==> src/rtl/dpi_timing_generator.sv <==
// dpi_timing_generator
//   Produces the PAL-rate DPI raster: displayEnabled, active-low hSync/vSync,
//   the active-area coordinates fieldLine/fieldLineDot, field parity and
//   line/field start pulses. Everything advances on the one-in-six pixel enable.
//
// Ports
//   pixelClockX6     in   system clock, 6x pixel rate
//   reset            in   synchronous, active-high
//   pixelClockX1_en  in   pixel enable, one pixelClockX6 cycle in six
//   displayEnabled   out  high on active dots of active lines
//   hSync            out  active-low horizontal sync
//   vSync            out  active-low vertical sync (whole lines)
//   fieldLine        out  active line index, 0 outside the active lines
//   fieldLineDot     out  active dot index, 0 outside the active area
//   fieldParity      out  0 = even field, 1 = odd (one extra back-porch line)
//   lineStart        out  one-tick pulse at dot 0 of every line
//   fieldStart       out  one-tick pulse at dot 0, line 0 of every field
module dpi_timing_generator #(
  parameter int H_ACTIVE   = 720,
  parameter int H_FP       = 12,
  parameter int H_SYNC     = 64,
  parameter int H_BP       = 68,
  parameter int V_ACTIVE   = 288,
  parameter int V_FP       = 2,
  parameter int V_SYNC     = 3,
  parameter int V_BP       = 19,
  parameter int INTERLACED = 1
) (
  input  logic       pixelClockX6,
  input  logic       reset,
  input  logic       pixelClockX1_en,
  output logic       displayEnabled,
  output logic       hSync,
  output logic       vSync,
  output logic [9:0] fieldLine,
  output logic [9:0] fieldLineDot,
  output logic       fieldParity,
  output logic       lineStart,
  output logic       fieldStart
);

  localparam int H_TOTAL = H_ACTIVE + H_FP + H_SYNC + H_BP;
  localparam int V_TOTAL = V_ACTIVE + V_FP + V_SYNC + V_BP;

  localparam logic [9:0] H_LAST       = 10'(H_TOTAL - 1);
  localparam logic [9:0] V_LAST_EVEN  = 10'(V_TOTAL - 1);
  // Odd fields of an interlaced raster carry one extra back-porch line.
  localparam logic [9:0] V_LAST_ODD   = (INTERLACED != 0) ? 10'(V_TOTAL) : 10'(V_TOTAL - 1);
  localparam logic [9:0] H_ACT        = 10'(H_ACTIVE);
  localparam logic [9:0] V_ACT        = 10'(V_ACTIVE);
  localparam logic [9:0] H_SYNC_START = 10'(H_ACTIVE + H_FP);
  localparam logic [9:0] H_SYNC_END   = 10'(H_ACTIVE + H_FP + H_SYNC);
  localparam logic [9:0] V_SYNC_START = 10'(V_ACTIVE + V_FP);
  localparam logic [9:0] V_SYNC_END   = 10'(V_ACTIVE + V_FP + V_SYNC);

  logic [9:0] hPos;
  logic [9:0] vPos;
  logic       oddField;

  logic lineEnd_p0;
  logic fieldEnd_p0;
  logic activeH_p0;
  logic activeV_p0;
  logic hSyncN_p0;
  logic vSyncN_p0;

  // Stage p0: decode of the current raster position
  always_comb begin
    lineEnd_p0  = (hPos == H_LAST);
    fieldEnd_p0 = lineEnd_p0 && (vPos == (oddField ? V_LAST_ODD : V_LAST_EVEN));
    activeH_p0  = (hPos < H_ACT);
    activeV_p0  = (vPos < V_ACT);
    hSyncN_p0   = !((hPos >= H_SYNC_START) && (hPos < H_SYNC_END));
    vSyncN_p0   = !((vPos >= V_SYNC_START) && (vPos < V_SYNC_END));
  end

  // Stage p1: position counters advance and decodes are registered together
  always_ff @(posedge pixelClockX6) begin
    if (reset) begin
      hPos           <= '0;
      vPos           <= '0;
      oddField       <= 1'b0;
      displayEnabled <= 1'b0;
      hSync          <= 1'b1;
      vSync          <= 1'b1;
      fieldLine      <= '0;
      fieldLineDot   <= '0;
      fieldParity    <= 1'b0;
      lineStart      <= 1'b0;
      fieldStart     <= 1'b0;
    end else if (pixelClockX1_en) begin
      if (lineEnd_p0) begin
        hPos <= '0;
        if (fieldEnd_p0) begin
          vPos     <= '0;
          oddField <= (INTERLACED != 0) ? ~oddField : 1'b0;
        end else begin
          vPos <= vPos + 10'd1;
        end
      end else begin
        hPos <= hPos + 10'd1;
      end

      displayEnabled <= activeH_p0 && activeV_p0;
      hSync          <= hSyncN_p0;
      vSync          <= vSyncN_p0;
      fieldLineDot   <= (activeH_p0 && activeV_p0) ? hPos : '0;
      fieldLine      <= activeV_p0 ? vPos : '0;
      // Parity is registered alongside the position so it flips with fieldStart.
      fieldParity    <= oddField;
      lineStart      <= (hPos == 10'd0);
      fieldStart     <= (hPos == 10'd0) && (vPos == 10'd0);
    end
  end

endmodule

==> config.mk <==
export PLATFORM = sky130hd
export DESIGN_NAME = dpi_timing_generator
export DESIGN_NICKNAME = d
export VERILOG_FILES = /design/src/rtl/dpi_timing_generator.sv
export SDC_FILE = /design/constraint.sdc
export NUM_CORES = 1
export LEC_CHECK = 0
export ABC_AREA = 1
export CORE_AREA = 5 5 71 73
export DETAILED_ROUTE_END_ITERATION = 8
export DIE_AREA = 0 0 76 78
export GPL_ROUTABILITY_DRIVEN = 1
export HOLD_SLACK_MARGIN = 0.08
export PLACE_DENSITY = 0.77
export SLEW_MARGIN = 20
export SYNTH_ARGS = -nofsm -noshare
export SYNTH_HDL_FRONTEND = slang
export SYNTH_SLANG_ARGS = --single-unit
==> constraint.sdc <==
create_clock -name pixelClockX6 -period 1.6 [get_ports pixelClockX6]
set_input_delay 0.24 -clock pixelClockX6 [delete_from_list [all_inputs] [get_ports pixelClockX6]]
set_output_delay 0.24 -clock pixelClockX6 [all_outputs]
set_load 0.01 [all_outputs]
[Word-level counts from Yosys, hierarchy flattened]
Cells that the tools add are included.
Storage, ports and cells
  register bits: 47
  latch bits: 0
  memory bits (writable): 0
  ROM bits: 0
  bits of input ports: 3
  output and inout port bits: 26
  memories: 0
Operators by class
  $add $sub $neg: 2
  multipliers: 0
  div/mod/pow operators: 0
  magnitude comparators: 6
  eq/ne operators: 2
  shift operators: 0
  multiplexer cells: 5
  bitwise logic cells: 1
  reduce and logical (&&, ||, !) cells: 11
Operator list (number)
  $mux W10: 4
  $add A10 B1 Y10 const B: 2
  $logic_not A10 Y1: 2
  $lt A10 B10 Y1 const B: 2
  $lt A10 B9 Y1 const B: 2
  $eq A10 B10 Y1 const B: 1
  $eq A10 B9 Y1: 1
  $ge A10 B10 Y1 const B: 1
  $ge A10 B9 Y1 const B: 1
  $logic_and A1 B1 Y1: 5
  $mux W4: 1
  $reduce_and A3 Y1: 1
  $logic_not A1 Y1: 2
  $reduce_and A2 Y1: 1
  $not A1 Y1: 1

[Logic depth before layout (Yosys ltp)]
Gate-level depths: netlist of run 1.
  depth after elaboration: 4
  gate-level depth with buffers: 9
  mapped depth without buffers: 9

[Least setup slack after synthesis of run 1]
Ideal clock, no wire load.
  kind: register to register
  start point: register hPos[0]
  end point: register hPos[8]
  arrival: 1.223 ns
  slack: 0.256 ns
  cell stages (with the launch flop): 8
  period minus slack after synthesis: 1.344 ns
  path through: dfxtp_1 -> ha_1 -> nand2_1 -> nor2_1 -> nand3_1 -> nor2_1 -> xor2_1 -> nor2_1
Between the ends
  longest elaborated chain between the ends: 2
  elaborated cells between the ends (all ways): 3
RTL lines
  start: declaration: RTL line 56  | logic [9:0] hPos;
  start signal: assignment: RTL line 101  | hPos <= hPos + 10'd1;
  $add A10 B1 Y10 / $eq A10 B10 Y1 (equally long branches): RTL line 101, 69
  $mux W10 (*): RTL line 92  | if (lineEnd_p0) begin
Every way passes the cells marked *; elsewhere a longest branch is shown, timed or not.
A chain may end at the register's enable or synchronous reset.

[Worst setup path in the final report of run 1]
  start point: register fieldStart
  end point: output port fieldStart
RTL lines
  start: declaration: RTL line 39  | output logic fieldStart
  start signal: assignment: RTL line 112  | fieldStart <= (hPos == 10'd0) && (vPos == 10'd0);
No word-level cell between the ends.

==> metrics.md, run 1 <==
| Metric | Value |
|---|---|
| Switching power | `0.531 mW` |
| Overall Global Routing Usage | `20.5%` |
| Die span in y | `78 um` |
| Standard cell core area | `4290 sq um` |
| Dominant combinational cell family by area after synthesis | `simple AND/OR/NAND/NOR gates` |
| Reg-to-Reg Start | `hPos[1]` |
| Crit-path max cell delay | `560 ps` |
| Initial antenna violation count | `0` |
| Number of remaining DRC errors | `0` |
| Switching part of the total | `25.1%` |
| Number of primary I/O pins | `29` |
| Largest fanout on the critical path | `2` |
| IR drop worst, VDD | `452 uV` |
| Synthesized-area fraction occupied by and/or/nand/nor cells | `39.6%` |
| Hold wc startpoint | `fieldLine[9]` |
| Critical path class | `reg -> out` |
| Most area-hungry cell type in the Yosys netlist | `sky130_fd_sc_hd__dfxtp_1` |
| Post-synthesis register bit count | `47` |
| Area of placed instances | `2870 sq um` |
| Number of global-route vias before repair | `2158` |
| First-pass DRT Iterations | `4` |
| Setup crit end kind | `primary output` |
| Detailed-route wire length per cell | `13.1 um` |
| Clock network fraction of total power | `34.6%` |
| Via/cell ratio | `5.30` |
| Clock insertion delay at the later pin of the skew report | `300 ps` |
| Achievable Freq | `674 MHz` |
| Clk root buf | `sky130_fd_sc_hd__clkbuf_8` |
| WHS | `449 ps` |
| Buf+Inv Stages, Crit Path | `1` |
| Largest delay share family, worst path | `buffers and inverters` |
| Arrival time reported for the critical path endpoint | `1240 ps` |
| Pin count of the biggest net entering global routing | `17` |
| Final setup violation count | `0` |
| Number of distinct library cells after synthesis | `26` |
| Worst-case register-to-register setup slack | `140 ps` |
| Adder and majority cell fraction of the synthesized area | `2.76%` |
| Setup fix buffers added after clock tree synthesis | `0` |
| Nets in the synthesized netlist | `338` |
| Number of placed instances, taps included | `436` |
| Comb power frac | `8.6%` |
| Netlist area before placement | `2270 sq um` |
| Largest cells by area after synthesis | `sky130_fd_sc_hd__dfxtp_1 (42%), sky130_fd_sc_hd__nand2_1 (16%), sky130_fd_sc_hd__nand3_1 (8.4%)` |
| Number of levels the H-tree was split into | `2` |
| Clock tree from TritonCTS | `built` |
| GR Overflow Total | `0` |
| Fin area | `3000 sq um` |
| Layout Nets | `399` |
| Number of standard cells after synthesis | `330` |
| Crit path from | `fieldStart` |
| Slew Limit Fails | `0` |
| Result of the run | `finished clean` |
| Fraction of the yosys area taken by sequential cells | `41.5%` |
| Share of Yosys cell area claimed by the top area cell type | `41.5%` |
| Detailed placement HPWL | `4380 um` |
| Cts bufs inserted | `5` |
| Detailed router's first-iteration violation count | `212` |
| Width of the chip | `76 um` |
| Proportion of power drawn by flip-flops and latches | `56.8%` |
| Power Density | `706 nW/um^2` |
| Cells along the critical path | `clkdlybuf4s50_1` |
| Internal Dissipation | `1.59 mW` |
| Final critical path time including I/O delays and setup | `1480 ps` |
| Final Non-Filler Cells | `444` |
| Average instance area after synthesis | `6.87 sq um` |
| XOR/XNOR Fraction of Synth Area | `1.55%` |
| Number of diodes added for antenna fixing | `0` |
| Setup slack after layout | `116 ps` |
| Number of nets with antenna violations after routing | `0` |
| Initial core utilization | `52.8%` |
| Quantity of I/O buffers inserted on ports | `28` |
| Required arrival time at the worst endpoint | `1360 ps` |
| Fraction of final layout cells with drive strength greater than 1 | `17.6%` |
| Hold Path Class | `reg -> reg` |
| Post-synthesis compound-gate area fraction | `6.02%` |
| Endpoints failing hold | `0` |
| Clock net sink count | `47` |
| Share of synthesized area spent on multiplexers | `0%` |
| Actual transition at the worst max-transition pin | `423 ps` |
| Routability Congestion | `0.949` |
| Post-Place Setup Slack | `-147 ps` |
| Post-layout total power | `2.12 mW` |
| Routed WL | `5810 um` |
| Count of synthesis-stage warnings from yosys | `0` |
| Total via count in the routed design | `2352` |
| Placement row count | `24` |
| Sort of element at the start of the critical path | `flip-flop` |
| Max-Cap Viols | `0` |
| Unrepaired setup endpoints after global routing | `true` |
| Clock-pin slew of the registers on the worst-case setup and hold paths | `90 ps` |
| Floorplan die area | `5930 sq um` |
| Final clock period utilization by the worst path | `92.7%` |
| Area delta synth->final | `32.4%` |
| Wire length of the first global-routing pass | `10100 um` |
| LEAKAGE | `1.33 nW` |
| Quantity of hold-fixing buffers added after cts | `0` |
| Largest clock skew in the final design | `5.95 ps` |
| Relative max-transition margin | `71.8%` |
| Worst-path cell with the longest stage delay | `sky130_fd_sc_hd__clkdlybuf4s50_1` |
| Maximum number of buffers from clock root to sink | `2` |
cell families (layout without fill, tap and decap cells):
kind of cell,count (synthesis),after routing
compound gates,21,21
flops,47,47
xor+xnor,4,4
simple gates,207,207
buf+inv,46,108
fa+ha+maj,5,5
path summary, 6_finish.rpt:
check / end / depth (start not counted)
setup / recovery: fieldStart / 1
hold / removal: fieldLine[9] / 2
setup reg to reg: vPos[8] / 9
hold reg to reg: fieldLine[9] / 2
Yosys cell counts:
cell type                  count
sky130_fd_sc_hd__o21ai_0       4
sky130_fd_sc_hd__nand3_1      38
sky130_fd_sc_hd__xor2_1        4
sky130_fd_sc_hd__buf_2         4
sky130_fd_sc_hd__a21oi_1      10
sky130_fd_sc_hd__nand4_1      12
sky130_fd_sc_hd__a211oi_1      1
sky130_fd_sc_hd__buf_6         1
sky130_fd_sc_hd__o21ai_4       1
sky130_fd_sc_hd__nor2_1       44
sky130_fd_sc_hd__o21ai_2       1
sky130_fd_sc_hd__inv_2         3
sky130_fd_sc_hd__buf_4         2
sky130_fd_sc_hd__o31ai_1       1
sky130_fd_sc_hd__nor2_2        5
sky130_fd_sc_hd__nor3b_1       1
sky130_fd_sc_hd__nand3_2       2
sky130_fd_sc_hd__dfxtp_1      47
sky130_fd_sc_hd__a22o_1        2
sky130_fd_sc_hd__inv_1        32
sky130_fd_sc_hd__nand2_1      98
sky130_fd_sc_hd__ha_1          5
sky130_fd_sc_hd__nor3_1        6
sky130_fd_sc_hd__nor2_4        1
sky130_fd_sc_hd__clkbuf_1      4
sky130_fd_sc_hd__o221ai_1      1
sequential cells by signal, summed over array words and instances (netlist names):
signal and cells:
fieldStart 1, vSync 1, vPos 10, fieldLine 10, hPos 10, lineStart 1
fieldParity 1, displayEnabled 1, fieldLineDot 10, oddField 1, hSync 1
area by class of cell:
type                       instances  area (sq um)
clock inverter                     3          23.8
timing repair buffer              65           596
fill                             357          1290
tap                               52          65.1
inverter                          35           131
multi-input combinational        237          1170
sequential                        47           947
clock buffer                       5          68.8
cell usage in the layout (no fill, tap or decap), drive strengths merged, types with 10 or more instances in the layout:
cell type	instances
dfxtp	47
nand4	12
clkdlybuf4s50	28
inv	36
buf	37
nor2	50
nand2	98
nand3	40
a21oi	10
power by group through the flow:
stage | combinational [mW] | clock [mW] | sequential [mW]
5_1_grt | 0.200 | 0.808 | 1.21
6_report | 0.183 | 0.732 | 1.20
3_3_place_gp | 0.177 | 0 | 1.23
2_1_floorplan | 0.0792 | 0 | 1.23
3_5_place_dp | 0.178 | 0 | 1.23
4_1_cts | 0.179 | 0.754 | 1.20
repair_timing:
item / CTS / global route
pin swaps: 0 / 1
setup endpoints to repair: 1 / 19
gates resized for setup: 2 / 11
per-stage QoR:
| step | setup TNS [ps] | utilization (%) |
|---|---|---|
| 2_1_floorplan | 0 | - |
| 3_3_place_gp | -1140 | 66.7 |
| 3_5_place_dp | -1580 | 66.7 |
| 4_1_cts | 0 | 69.0 |
| 5_1_grt | -4.80 | 69.8 |
| 6_report | 0 | 69.8 |
layer usage:
layer / wire length (um) / GRT usage (%) / vias up / part of all wire, %
li1: - / - / 1176 / -
met1: 2700 / 29.7 / 1075 / 46
met2: 2530 / 30.4 / 89 / 43
met3: 469 / 3.82 / 12 / 8.1
met4: 114 / 7.12 / 0 / 2.0
met5: 0 / 0 / - / 0
No activity file was read; power rests on OpenSTA's default activity.
==> inputs of run 2 (changes only) <==
==> constraint.sdc (replaced) <==
create_clock -name pixelClockX6 -period 1.4 [get_ports pixelClockX6]
set_input_delay 0.21 -clock pixelClockX6 [delete_from_list [all_inputs] [get_ports pixelClockX6]]
set_output_delay 0.21 -clock pixelClockX6 [all_outputs]
set_load 0.01 [all_outputs]
==> run 2 against run 1 <==
The flow now finishes with violations (setup timing); cell count up 5.9%; hold slack worse by 32 ps; sequential power grew 14%; first-iteration DRC count grew 62%; routed wire length grew 16%; total power increased by 14%.
==> metrics.md, run 2 (synthesis results as in run 1) <==
| Metric | Value |
|---|---|
| Result of the run | `finished, violations left` |
| Failing checks | `setup timing` |
| Area delta synth->final | `48.8%` |
| Fraction of final layout cells with drive strength greater than 1 | `30.1% (+13 points)` |
| Setup crit end kind | `flip-flop` |
| Detailed router's first-iteration violation count | `343 (+62%)` |
| First-pass DRT Iterations | `4 (unchanged)` |
| Area of placed instances | `3050 sq um (+6.3%)` |
| Largest fanout on the critical path | `8 (+6)` |
| Met3 track demand over resource in global routing | `4.05% (+0.23 points)` |
| Die span in y | `78 um (unchanged)` |
| Quantity of I/O buffers inserted on ports | `28 (unchanged)` |
| Largest clock skew in the final design | `6.48 ps (+0.522 ps)` |
| Via/cell ratio | `5.43 (+2.4%)` |
| Setup total negative slack | `-21.6 ps (-21.6 ps)` |
| Detailed-route wire length per cell | `14.4 um (+10%)` |
| Cts bufs inserted | `5 (unchanged)` |
| Number of diodes added for antenna fixing | `0 (unchanged)` |
| Layer with the highest usage | `met2` |
| Actual transition at the worst max-transition pin | `481 ps (+58.3 ps)` |
| Routability Congestion | `0.905 (-4.6%)` |
| Most common library cell in the layout ignoring fill and taps | `sky130_fd_sc_hd__nand2_1` |
| Critical path class | `reg -> reg` |
| Clock net sink count | `47 (unchanged)` |
| Layout Nets | `425 (+6.5%)` |
| Arrival time reported for the critical path endpoint | `1660 ps (+420 ps)` |
| LEAKAGE | `1.87 nW (+40%)` |
| Overall Global Routing Usage | `21.8% (+1.3 points)` |
| Total via count in the routed design | `2550 (+8.4%)` |
| Routed WL | `6770 um (+16%)` |
| Slew Limit Fails | `0 (unchanged)` |
| Achievable Freq | `706 MHz` |
| Unrepaired setup endpoints after global routing | `true` |
| Standard cell core area | `4290 sq um (unchanged)` |
| Fin area | `3370 sq um (+12%)` |
| Width of the chip | `76 um (unchanged)` |
| Final clock period utilization by the worst path | `101%` |
| Number of nets with antenna violations after routing | `0 (unchanged)` |
| Detailed placement HPWL | `4740 um (+8.1%)` |
| Sort of element at the start of the critical path | `flip-flop` |
| Final critical path time including I/O delays and setup | `1420 ps` |
| Initial core utilization | `52.8% (unchanged)` |
| Clock insertion delay at the later pin of the skew report | `300 ps (about the same)` |
| Clock tree from TritonCTS | `built` |
| Maximum number of buffers from clock root to sink | `2 (unchanged)` |
| WHS | `416 ps (-32.3 ps)` |
| Setup slack after layout | `-17.3 ps (-134 ps)` |
| Global routing met2 resource utilization | `36.1% (+5.7 points)` |
| Power Density | `717 nW/um^2 (+1.6%)` |
| Number of primary I/O pins | `29 (unchanged)` |
| Initial antenna violation count | `0 (unchanged)` |
| Wire length of the first global-routing pass | `10800 um (+7.1%)` |
| Pin count of the biggest net entering global routing | `16 (-1)` |
| GR Overflow Total | `0 (unchanged)` |
| Number of levels the H-tree was split into | `2 (unchanged)` |
| IR drop worst, VDD | `457 uV (+1.2%)` |
| Max-Cap Viols | `0 (unchanged)` |
| Most frequent cells in the layout | `sky130_fd_sc_hd__nand2_1 (92), sky130_fd_sc_hd__buf_4 (59), sky130_fd_sc_hd__dfxtp_1 (36)` |
| Hold Path Class | `in -> reg` |
| Relative max-transition margin | `67.9% (-3.9 points)` |
| Clk root buf | `sky130_fd_sc_hd__clkbuf_8` |
| Number of global-route vias before repair | `2408 (+12%)` |
| Required arrival time at the worst endpoint | `1640 ps (+280 ps)` |
| Endpoints failing hold | `0 (unchanged)` |
| Placement row count | `24 (unchanged)` |
| Number of remaining DRC errors | `0 (unchanged)` |
| Floorplan die area | `5930 sq um (unchanged)` |
| Clock-pin slew of the registers on the worst-case setup and hold paths | `90 ps (about the same)` |
| GR Layer Usage met1 | `28.4% (-1.2 points)` |
| Final setup violation count | `2 (+2)` |
[run 2: cell count changes in the layout (fill, tap and decap cells not counted), moves of 4 or more]
cell                              delta
sky130_fd_sc_hd__nand2_1             -5
sky130_fd_sc_hd__nand3_1             -9
sky130_fd_sc_hd__dlygate4sd2_1       +4
sky130_fd_sc_hd__nand2_2             +5
sky130_fd_sc_hd__buf_4              +25
sky130_fd_sc_hd__dfxtp_2             +6
sky130_fd_sc_hd__nand3_2             +7
sky130_fd_sc_hd__dlymetal6s2s_1     +22
sky130_fd_sc_hd__clkdlybuf4s50_1    -26
sky130_fd_sc_hd__nor2_4              +5
sky130_fd_sc_hd__dfxtp_1             -6
sky130_fd_sc_hd__nor2_1              -6
[run 2: where the power goes]
part           total [mW]  internal [mW]  switching [mW]
sequential           1.37           1.36          0.0143
combinational       0.222          0.103           0.119
clock               0.825          0.348           0.477
[run 2: worst paths after layout]
check | depth (start not counted) | slack [ps] | to | from
worst max register to register | 9 | -20 | vPos[4] | hPos[0]
worst max-delay path | 9 | -20 | vPos[4] | hPos[0]
worst min-delay path | 2 | 420 | fieldLine[9] | pixelClockX1_en
worst min register to register | 2 | 450 | fieldLineDot[1] | fieldLineDot[1]
[run 2: critical path, cell delays in order, from the launching register on]
cell                      delay (ps)
sky130_fd_sc_hd__dfxtp_2         360
sky130_fd_sc_hd__ha_4            180
sky130_fd_sc_hd__nand3_4          90
sky130_fd_sc_hd__nor2_4          110
sky130_fd_sc_hd__nand2_2         100
sky130_fd_sc_hd__nor2_4          210
sky130_fd_sc_hd__nand2_1          90
sky130_fd_sc_hd__nand2_1          80
sky130_fd_sc_hd__nand2_1          60
sky130_fd_sc_hd__nor2_1           80
[run 2: cell type report]
type / count / area, sq um
multi-input combinational: 237 / 1290
sequential: 47 / 955
clock buffer: 5 / 68.8
fill: 303 / 922
inverter: 35 / 131
clock inverter: 3 / 20.0
tap: 52 / 65.1
timing repair buffer: 91 / 845
[run 2: through the flow]
stage | setup slack [ps] | utilization [%] | cells | power, mW
floorplan | 56.1 | - | 330 | 1.50
global placement | -323 | 70.9 | 460 | 1.61
detailed placement | -434 | 70.9 | 460 | 1.62
CTS | 0.00666 | 74.3 | 468 | 2.42
global route | -103 | 78.5 | 470 | 2.52
finish | -17.3 | 78.5 | 470 | 2.42
[run 2: metal layers]
layer	share of wire [%]	vias up
met3	6.4	17
li1	-	1231
met5	0	-
met4	2.3	0
met2	47	114
met1	44	1188
[run 2: repair_timing]
item,in CTS,in global routing
hold buffers,0,0
endpoints found under the setup margin,33,43
pin swaps,6,13
resized for setup,22,56
buffers inserted,0,2
